File: src/rtl/roman_accumulator_if.sv
// roman_accumulator_if
//   Bundles the letter pulses from the upstream recogniser with the committed
//   result going to the downstream display/checker.
//   master : letter source / result sink (drives I, V, L, U)
//   slave  : the accumulator (drives value, valid, overflow, err, count)
//   I, V, L, U : one-cycle letter pulses (digits 1, 5, 50; U ends a number)
//   value      : last committed number, WIDTH bits
//   valid      : one-cycle pulse on the cycle value updates
//   overflow   : committed number saturated
//   err        : committed number contained an illegal input cycle
//   count      : commits since reset, 8 bits, wrapping
interface roman_accumulator_if #(
  parameter int WIDTH = 12
);
  logic             I;
  logic             V;
  logic             L;
  logic             U;
  logic [WIDTH-1:0] value;
  logic             valid;
  logic             overflow;
  logic             err;
  logic [7:0]       count;

  modport master (
    output I, V, L, U,
    input  value, valid, overflow, err, count
  );

  modport slave (
    input  I, V, L, U,
    output value, valid, overflow, err, count
  );
endinterface

File: src/rtl/roman_accumulator.sv
// roman_accumulator
//   Turns a string of Roman-numeral letter pulses (I=1, V=5, L=50, with the
//   subtractive rule) into an unsigned number. A U pulse commits the running
//   total to the registered outputs and issues a one-cycle valid pulse.
//   clk   : clock, rising edge
//   reset : asynchronous, active-low reset
//   bus   : roman_accumulator_if slave (letters in, committed result out)
//
//   state | meaning
//   ------+-------------------------------------------------------------
//   EMPTY | no digit (or illegal cycle) seen yet in the current number
//   ACCUM | at least one digit or illegal cycle seen; U commits
module roman_accumulator #(
  parameter int WIDTH = 12
) (
  input logic                 clk,
  input logic                 reset,
  roman_accumulator_if.slave  bus
);

  typedef enum logic {
    EMPTY = 1'b0,
    ACCUM = 1'b1
  } state_t;

  localparam logic [WIDTH:0]   ACC_MAX = (WIDTH + 1)'({WIDTH{1'b1}});
  localparam logic [WIDTH+1:0] MAX_EXT = (WIDTH + 2)'({WIDTH{1'b1}});

  state_t           state_q, state_d;
  logic [WIDTH:0]   acc_q, acc_d;
  logic [5:0]       prev_q, prev_d;
  logic             ovf_f_q, ovf_f_d;
  logic             err_f_q, err_f_d;
  logic [WIDTH-1:0] value_q, value_d;
  logic             valid_q, valid_d;
  logic             overflow_q, overflow_d;
  logic             err_q, err_d;
  logic [7:0]       count_q, count_d;

  logic [2:0]       n_pulses;
  logic             illegal;
  logic             digit_hit;
  logic [5:0]       digit_w;
  logic [WIDTH+1:0] acc_ext;
  logic [WIDTH+1:0] digit_ext;
  logic [WIDTH+1:0] prev_ext;
  logic [WIDTH+1:0] sum_ext;

  assign n_pulses  = 3'(bus.I) + 3'(bus.V) + 3'(bus.L) + 3'(bus.U);
  assign illegal   = (n_pulses > 3'd1);
  assign digit_hit = (n_pulses == 3'd1) && !bus.U;
  assign digit_w   = bus.I ? 6'd1 : (bus.V ? 6'd5 : (bus.L ? 6'd50 : 6'd0));

  // Two guard bits above the WIDTH-bit result so the pre-saturation sum
  // can be compared against the maximum without wrapping.
  assign acc_ext   = (WIDTH + 2)'(acc_q);
  assign digit_ext = (WIDTH + 2)'(digit_w);
  assign prev_ext  = (WIDTH + 2)'(prev_q);

  always_comb begin
    state_d    = state_q;
    acc_d      = acc_q;
    prev_d     = prev_q;
    ovf_f_d    = ovf_f_q;
    err_f_d    = err_f_q;
    value_d    = value_q;
    valid_d    = 1'b0;
    overflow_d = overflow_q;
    err_d      = err_q;
    count_d    = count_q;
    sum_ext    = '0;

    if (illegal) begin
      // Letters are dropped; the number is still open so a later U commits
      // it with err set.
      err_f_d = 1'b1;
      state_d = ACCUM;
    end else if (digit_hit) begin
      if (state_q == EMPTY) begin
        sum_ext = digit_ext;
      end else if (digit_w > prev_q) begin
        // prev was already added once, so undo it and subtract it once more.
        sum_ext = acc_ext + digit_ext - (prev_ext << 1);
      end else begin
        sum_ext = acc_ext + digit_ext;
      end

      if (ovf_f_q || (sum_ext > MAX_EXT)) begin
        acc_d   = ACC_MAX;
        ovf_f_d = 1'b1;
      end else begin
        acc_d = sum_ext[WIDTH:0];
      end
      prev_d  = digit_w;
      state_d = ACCUM;
    end else if (bus.U && (state_q == ACCUM)) begin
      value_d    = acc_q[WIDTH-1:0];
      overflow_d = ovf_f_q;
      err_d      = err_f_q;
      valid_d    = 1'b1;
      count_d    = count_q + 8'd1;
      acc_d      = '0;
      prev_d     = '0;
      ovf_f_d    = 1'b0;
      err_f_d    = 1'b0;
      state_d    = EMPTY;
    end
  end

  always_ff @(posedge clk or negedge reset) begin
    if (!reset) begin
      state_q    <= EMPTY;
      acc_q      <= '0;
      prev_q     <= '0;
      ovf_f_q    <= 1'b0;
      err_f_q    <= 1'b0;
      value_q    <= '0;
      valid_q    <= 1'b0;
      overflow_q <= 1'b0;
      err_q      <= 1'b0;
      count_q    <= '0;
    end else begin
      state_q    <= state_d;
      acc_q      <= acc_d;
      prev_q     <= prev_d;
      ovf_f_q    <= ovf_f_d;
      err_f_q    <= err_f_d;
      value_q    <= value_d;
      valid_q    <= valid_d;
      overflow_q <= overflow_d;
      err_q      <= err_d;
      count_q    <= count_d;
    end
  end

  assign bus.value    = value_q;
  assign bus.valid    = valid_q;
  assign bus.overflow = overflow_q;
  assign bus.err      = err_q;
  assign bus.count    = count_q;

endmodule

File: src/flat_wrapper.sv
// flat-port wrapper written by rule: the top's interface ports become plain ports
module roman_accumulator_flat 
#(
  parameter int WIDTH = 12
)
  (clk, reset, bus_I, bus_V, bus_L, bus_U, bus_value, bus_valid, bus_overflow, bus_err, bus_count);
  roman_accumulator_if #(.WIDTH(WIDTH)) bus_i ();
  input logic clk;
  input logic reset;
  input wire logic [$bits(bus_i.I)-1:0] bus_I;
  input wire logic [$bits(bus_i.V)-1:0] bus_V;
  input wire logic [$bits(bus_i.L)-1:0] bus_L;
  input wire logic [$bits(bus_i.U)-1:0] bus_U;
  output wire logic [$bits(bus_i.value)-1:0] bus_value;
  output wire logic [$bits(bus_i.valid)-1:0] bus_valid;
  output wire logic [$bits(bus_i.overflow)-1:0] bus_overflow;
  output wire logic [$bits(bus_i.err)-1:0] bus_err;
  output wire logic [$bits(bus_i.count)-1:0] bus_count;
  assign bus_i.I = bus_I;
  assign bus_i.V = bus_V;
  assign bus_i.L = bus_L;
  assign bus_i.U = bus_U;
  assign bus_value = bus_i.value;
  assign bus_valid = bus_i.valid;
  assign bus_overflow = bus_i.overflow;
  assign bus_err = bus_i.err;
  assign bus_count = bus_i.count;
  roman_accumulator #(.WIDTH(WIDTH)) u_core (.clk(clk), .reset(reset), .bus(bus_i));
endmodule
File: config.mk
export PLATFORM = sky130hd
export DESIGN_NAME = roman_accumulator_flat
export DESIGN_NICKNAME = d
export VERILOG_FILES = /design/src/rtl/roman_accumulator_if.sv /design/src/rtl/roman_accumulator.sv /design/src/flat_wrapper.sv
export SDC_FILE = /design/constraint.sdc
export NUM_CORES = 1
export LEC_CHECK = 0
export BUFFER_PORTS_ARGS = -buffer_cell sky130_fd_sc_hd__buf_2
export CORE_MARGIN = 8
export CORE_UTILIZATION = 59
export DETAILED_ROUTE_END_ITERATION = 16
export PLACE_DENSITY = 0.8
export SLEW_MARGIN = 20
export SYNTH_ARGS = -nofsm -noshare
export SYNTH_HDL_FRONTEND = slang
export SYNTH_SLANG_ARGS = --single-unit
File: constraint.sdc
create_clock -name clk -period 3.6 [get_ports clk]
set_input_delay 0.36 -clock clk [delete_from_list [all_inputs] [get_ports clk]]
set_output_delay 0.36 -clock clk [all_outputs]
set_load 0.1 [all_outputs]
After elaboration in Yosys (flattened, before gate mapping)
Index checks and enable logic that the tools add are counted.

Register bits: 45. Bits of input ports: 6. Output and inout bits: 23. Word-level logic and storage cells: 57.

$add $sub $neg: 6. $lt $le $gt $ge: 3. Equality and inequality tests: 3. Mux-type cells: 22. Bitwise logic cells: 2. Reductions and logical operators: 11.

Operators with widths (number): $mux W14 (4); $mux W13 (3); $mux W6 (5); $add A13 B6 Y14 (1); $gt A14 B12 Y1 const B (1); $sub A14 B7 Y14 (1); $mux W1 (10); $add A8 B1 Y8 const B (1); $add A3 B1 Y3 (2); $gt A6 B6 Y1 (1); $reduce_and A3 Y1 (2); $reduce_and A2 Y1 (2); $reduce_bool A2 Y1 (2); $eq A3 B1 Y1 const B (1); $gt A3 B1 Y1 const B (1); $reduce_bool A3 Y1 (1); $add A1 B1 Y2 (1); $logic_and A1 B1 Y1 (2); $ne A2 B1 Y1 const B (1); $ne A2 B2 Y1 const B (1); $not A1 Y1 (2); $logic_not A1 Y1 (1); $logic_or A1 B1 Y1 (1).

Depth between registers and ports, before layout
Word-level depth: 13. Gate-level depth with buffers: 19. Mapped depth without buffers: 18.

Worst setup path after synthesis
OpenSTA, ideal clock, no wires.

Kind: in2reg. Start: input bus_I. End: register u_core.acc_q[1]. Data arrival time: 3.437 ns. Path slack: 0.039 ns. Stages: 19. Path through: inv_1 -> ha_1 -> inv_1 -> ha_1 -> fa_1 -> a21oi_2 -> or3_4 -> nand2_1 -> nor2_1 -> nor2_1 -> ha_1 -> o21ai_0 -> a41o_1 -> nor3b_1 -> a31o_1 -> a32oi_2 -> a21oi_2 -> buf_6 -> a211o_1.

Longest elaborated chain between the ends: 11.

Ends and longest elaborated chain: from (decl) (RTL line flat_wrapper.sv:10) `input wire logic [$bits(bus_i.I)-1:0] bus_I;`; $mux W6 (RTL line roman_accumulator.sv:52) `assign digit_w = bus.I ? 6'd1 : (bus.V ? 6'd5 : (bus.L ? 6'd50 : 6'd0));`; $add A13 B6 Y14 (RTL line roman_accumulator.sv:83, roman_accumulator.sv:85); $sub A14 B7 Y14 (RTL line roman_accumulator.sv:83) `sum_ext = acc_ext + digit_ext - (prev_ext << 1);`; $mux W14 (RTL line roman_accumulator.sv:81) `end else if (digit_w > prev_q) begin`; $mux W14 (RTL line roman_accumulator.sv:79) `if (state_q == EMPTY) begin`; $mux W14 (RTL line roman_accumulator.sv:78) `end else if (digit_hit) begin`; $mux W14 (RTL line roman_accumulator.sv:73) `if (illegal) begin`; $gt A14 B12 Y1 (RTL line roman_accumulator.sv:88) `if (ovf_f_q || (sum_ext > MAX_EXT)) begin`; $logic_or A1 B1 Y1 (RTL line roman_accumulator.sv:88); $mux W13 (RTL line roman_accumulator.sv:88); $mux W13 (RTL line roman_accumulator.sv:78); to (signal assigned) (RTL line roman_accumulator.sv:113) `acc_q <= '0;`; to (signal assigned) (RTL line roman_accumulator.sv:124) `acc_q <= acc_d;`; to (decl) (RTL line roman_accumulator.sv:30) `logic [WIDTH:0] acc_q, acc_d;`.

Parallel ways exist; a longest one is shown, timed or not. The select of a mux whose other input is x is not followed. A chain may end at the register's enable or synchronous reset.

Worst setup path after layout
Start: input bus_V. End: register u_core.acc_q[5].

Longest elaborated chain between the ends: 12.

Ends and longest elaborated chain: from (decl) (RTL line flat_wrapper.sv:11) `input wire logic [$bits(bus_i.V)-1:0] bus_V;`; $mux W6 (2 in series) (RTL line roman_accumulator.sv:52); $add A13 B6 Y14 (RTL line roman_accumulator.sv:83, roman_accumulator.sv:85); $sub A14 B7 Y14 (RTL line roman_accumulator.sv:83); $mux W14 (RTL line roman_accumulator.sv:81); $mux W14 (RTL line roman_accumulator.sv:79); $mux W14 (RTL line roman_accumulator.sv:78); $mux W14 (RTL line roman_accumulator.sv:73); $gt A14 B12 Y1 (RTL line roman_accumulator.sv:88); $logic_or A1 B1 Y1 (RTL line roman_accumulator.sv:88); $mux W13 (RTL line roman_accumulator.sv:88); $mux W13 (RTL line roman_accumulator.sv:78).

Parallel ways exist; a longest one is shown, timed or not. The select of a mux whose other input is x is not followed.

==> results.toml <==
[logic_synthesis]
syn_nets = 329
ys_async_sr_fraction = 1.00
synth_top_area_cell = "dfrtp_1"
ys_seq_elements = 42
synth_compound_area_frac = 0.195
netlist_area_um2 = 2780
synth_edf_count = 0
avgSynthCellArea_um2 = 9.23
synth_cell_types = 56
synthAdderAreaFrac = 0.107
yosysSeqAreaShare = 0.378
synth_top_family_by_area = "simple AND/OR/NAND/NOR gates"
synth_warnings = 0
synth_cells = 301
yosys-top-cells-area = "dfrtp_1 (38%), ha_1 (8.6%), nand2_1 (7.6%), xnor2_1 (4.1%), a221o_1 (3.6%)"
ys.flop_type = "dfrtp_1"
synth_xor_area_frac = 0.0568
yosys.area_share.simple = 0.208
synth_top_cell_area_share = 0.378
synth_mux_area_frac = 0.00811

[clock_tree]
path_clk_slew_ns = 0.08
cts_max_level = 2
cts_root_buf = "clkbuf_8"
numCtsBuffers = 5
cts_num_sinks = 42
clock_path_buffers = 2
clock_latency_ns = 0.30
tritoncts = "yes"

[timing]
slew_headroom = 0.392
clock_skew_ns = 0.00402
setup_tns_ns = 0
max_freq_mhz = 287
hold_violations = 0
drv_slew = 0
layout_min_cycle_time_ns = 3.48
worst_slack_ns = 0.116
period_share = 0.968
worstMarginPinSlew_ns = 0.913
setup_viol = 0

[layout]
seq_area_um2 = 1050
n_antenna_cell = 0
drive_gt1_frac = 0.274
fillers = 336
fin_nets = 395
stdcell_area_um2 = 3400
syn2layout_area_growth_pct = 22.4
multiInputGateArea_um2 = 1630
utilization = 0.734

[worst_setup_path]
crit_path_end_kind = "flop"
path_class = "in -> reg"
required_ns = 3.78
crit_fanout = 7
startpoint_type = "input pin"
arrival_ns = 3.66

[global_routing]
grt_pass1_vias = 2565
grt_max_degree = 43
antenna_found_initial = 0
overflow = 0
grt_pass1_wl_mm = 12.0
grt_usage = 0.205

[route]
remaining_drc_errors = 0
final_antenna_net_count = 0
drt-initial-drc-count = 182
wl_per_cell_um = 16.8
vias = 2496
viasPerCell = 5.91
wl_mm = 7.09
first_pass_iters = 4

[place]
place_area_um2 = 3230
gp_congestion = 0.928
place_ws_ns = -0.287
dpl.hpwl_mm = 5.33
numPortBuffers = 28

[status]
status = "finished clean"

[floorplanning]
die_h_um = 84.6
die_x_um = 84.6
die_area_um2 = 7160
pin_count = 29
placeableCoreArea_um2 = 4630
initial_core_util = 0.600
rows = 25

[job]
drv_cap = 0

[hold_path]
hold_path_class = "in -> async"

[power]
p_per_area_nw_per_um2 = 1020
power_leakage_nw = 1.70
ir_drop_mv = 0.594
## layout make-up
type | instances | area share
clock buffer | 6 | 0.0213
sequential | 42 | 0.309
clock inverter | 2 | 0.0110
multi-input combinational | 228 | 0.480
timing repair buffer | 72 | 0.138
tap | 54 | 0.0199
inverter | 18 | 0.0199
## sequential cells by signal, indices dropped and copies added, names as in the netlist
name                 count
u_core.acc_q            13
u_core.bus.value        12
u_core.bus.count         8
u_core.prev_q            3
u_core.bus.err           1
u_core.bus.overflow      1
u_core.bus.valid         1
u_core.err_f_q           1
u_core.ovf_f_q           1
u_core.state_q           1
## power by group
part           leakage (nW)  internal, mW  switching, mW  total (mW)
sequential            0.560         0.625          0.194       0.818
clock                0.0514         0.207          0.164       0.371
combinational          1.09         0.844           1.43        2.28
## worst max-delay path: stages
cell and delay [ns]:
buf_2 0.10, buf_4 0.13, ha_1 0.21, ha_2 0.42, a21oi_4 0.08, buf_4 0.13, o32ai_1 0.38, nor2_1 0.10
ha_1 0.29, o21ai_0 0.08, a41o_1 0.24, nor3b_2 0.18, a31o_1 0.24, a32oi_2 0.18, a21oi_2 0.09, buf_4 0.17
a211o_1 0.27
## Yosys cell counts, types with 2 or more instances
cell and count:
clkbuf_1 8, nor2b_1 2, o21ai_1 4, xnor2_1 13, a221o_1 10, dfrtp_1 42, xor2_1 5, nand3_2 2
nor3_1 4, a22o_1 4, and2_1 6, nand3b_1 2, nand4_1 4, fa_1 3, a21oi_1 9, o21a_1 4
o21ai_0 13, and3_1 5, mux2_2 2, ha_1 19, nor2_1 11, a21oi_2 2, inv_1 16, nand3_1 9
a21o_1 2, a211oi_1 6, a211o_1 3, buf_2 3, a21boi_0 2, nand2_1 56, nor3b_1 5
## through the flow
| step | std cells | hold slack [ns] | total power, mW |
|---|---|---|---|
| 2_1_floorplan | 301 | 0.0644 | 2.37 |
| 3_5_place_dp | 411 | 0.457 | 2.99 |
| 3_3_place_gp | 411 | 0.453 | 2.94 |
| 5_1_grt | 422 | 0.266 | 3.67 |
| 4_1_cts | 419 | 0.227 | 3.37 |
| 6_report | 422 | 0.193 | 3.47 |
## kinds of logic (layout without fill, tap and decap cells)
logic type / Yosys count / in the layout
AO/OA/AOI/OAI: 72 / 72
XOR/XNOR: 18 / 18
adder cells (fa/ha/maj): 22 / 22
buffers and inverters: 31 / 98
flip-flops: 42 / 42
multiplexers: 2 / 2
AND/OR/NAND/NOR: 114 / 114
## placed cells by master (no fill, tap or decap), drive strengths merged, types with 3 or more instances in the layout
cell | netlist | routed
buf | 5 | 72
and2 | 6 | 6
o21a | 4 | 4
nor3 | 4 | 4
a21oi | 11 | 11
xnor2 | 13 | 13
nand4 | 4 | 4
a211o | 3 | 3
clkbuf | 8 | 6
nand3 | 11 | 11
a211oi | 6 | 6
fa | 3 | 3
dfrtp | 42 | 42
nor3b | 5 | 5
xor2 | 5 | 5
a22o | 4 | 4
inv | 17 | 17
o21ai | 17 | 17
ha | 19 | 19
nor2 | 11 | 11
a221o | 10 | 10
and3 | 5 | 5
nand2 | 56 | 56
## final timing paths
check,slack (ns),cells past startpoint,end,startpoint
min reg2reg,0.48,2,u_core.bus.value[6]$_DFFE_PN0P_,u_core.bus.value[6]$_DFFE_PN0P_
min in group clk,0.31,2,u_core.state_q$_DFFE_PN0P_,bus_U
min,0.19,1,u_core.acc_q[10]$_DFFE_PN0P_,reset
max in group asynchronous,2.84,1,u_core.prev_q[4]$_DFFE_PN0P_,reset
max reg2reg,0.12,13,u_core.acc_q[5]$_DFFE_PN0P_,u_core.acc_q[0]$_DFFE_PN0P_
max,0.12,17,u_core.acc_q[5]$_DFFE_PN0P_,bus_V
## repair_timing
item,in CTS,in global routing
endpoints found under the hold margin,0,0
endpoints found under the setup margin,0,12
setup buffers,0,3
hold buffers,0,0
gates resized for setup,0,9
## routing by layer
metal	global-route usage	up-vias	part of all wire
met5	0	-	0
met4	0.0744	0	0.015
met3	0.0332	11	0.042
met2	0.359	68	0.52
met1	0.246	1208	0.42
li1	-	1209	-
Power figures use the tool's default switching activity.
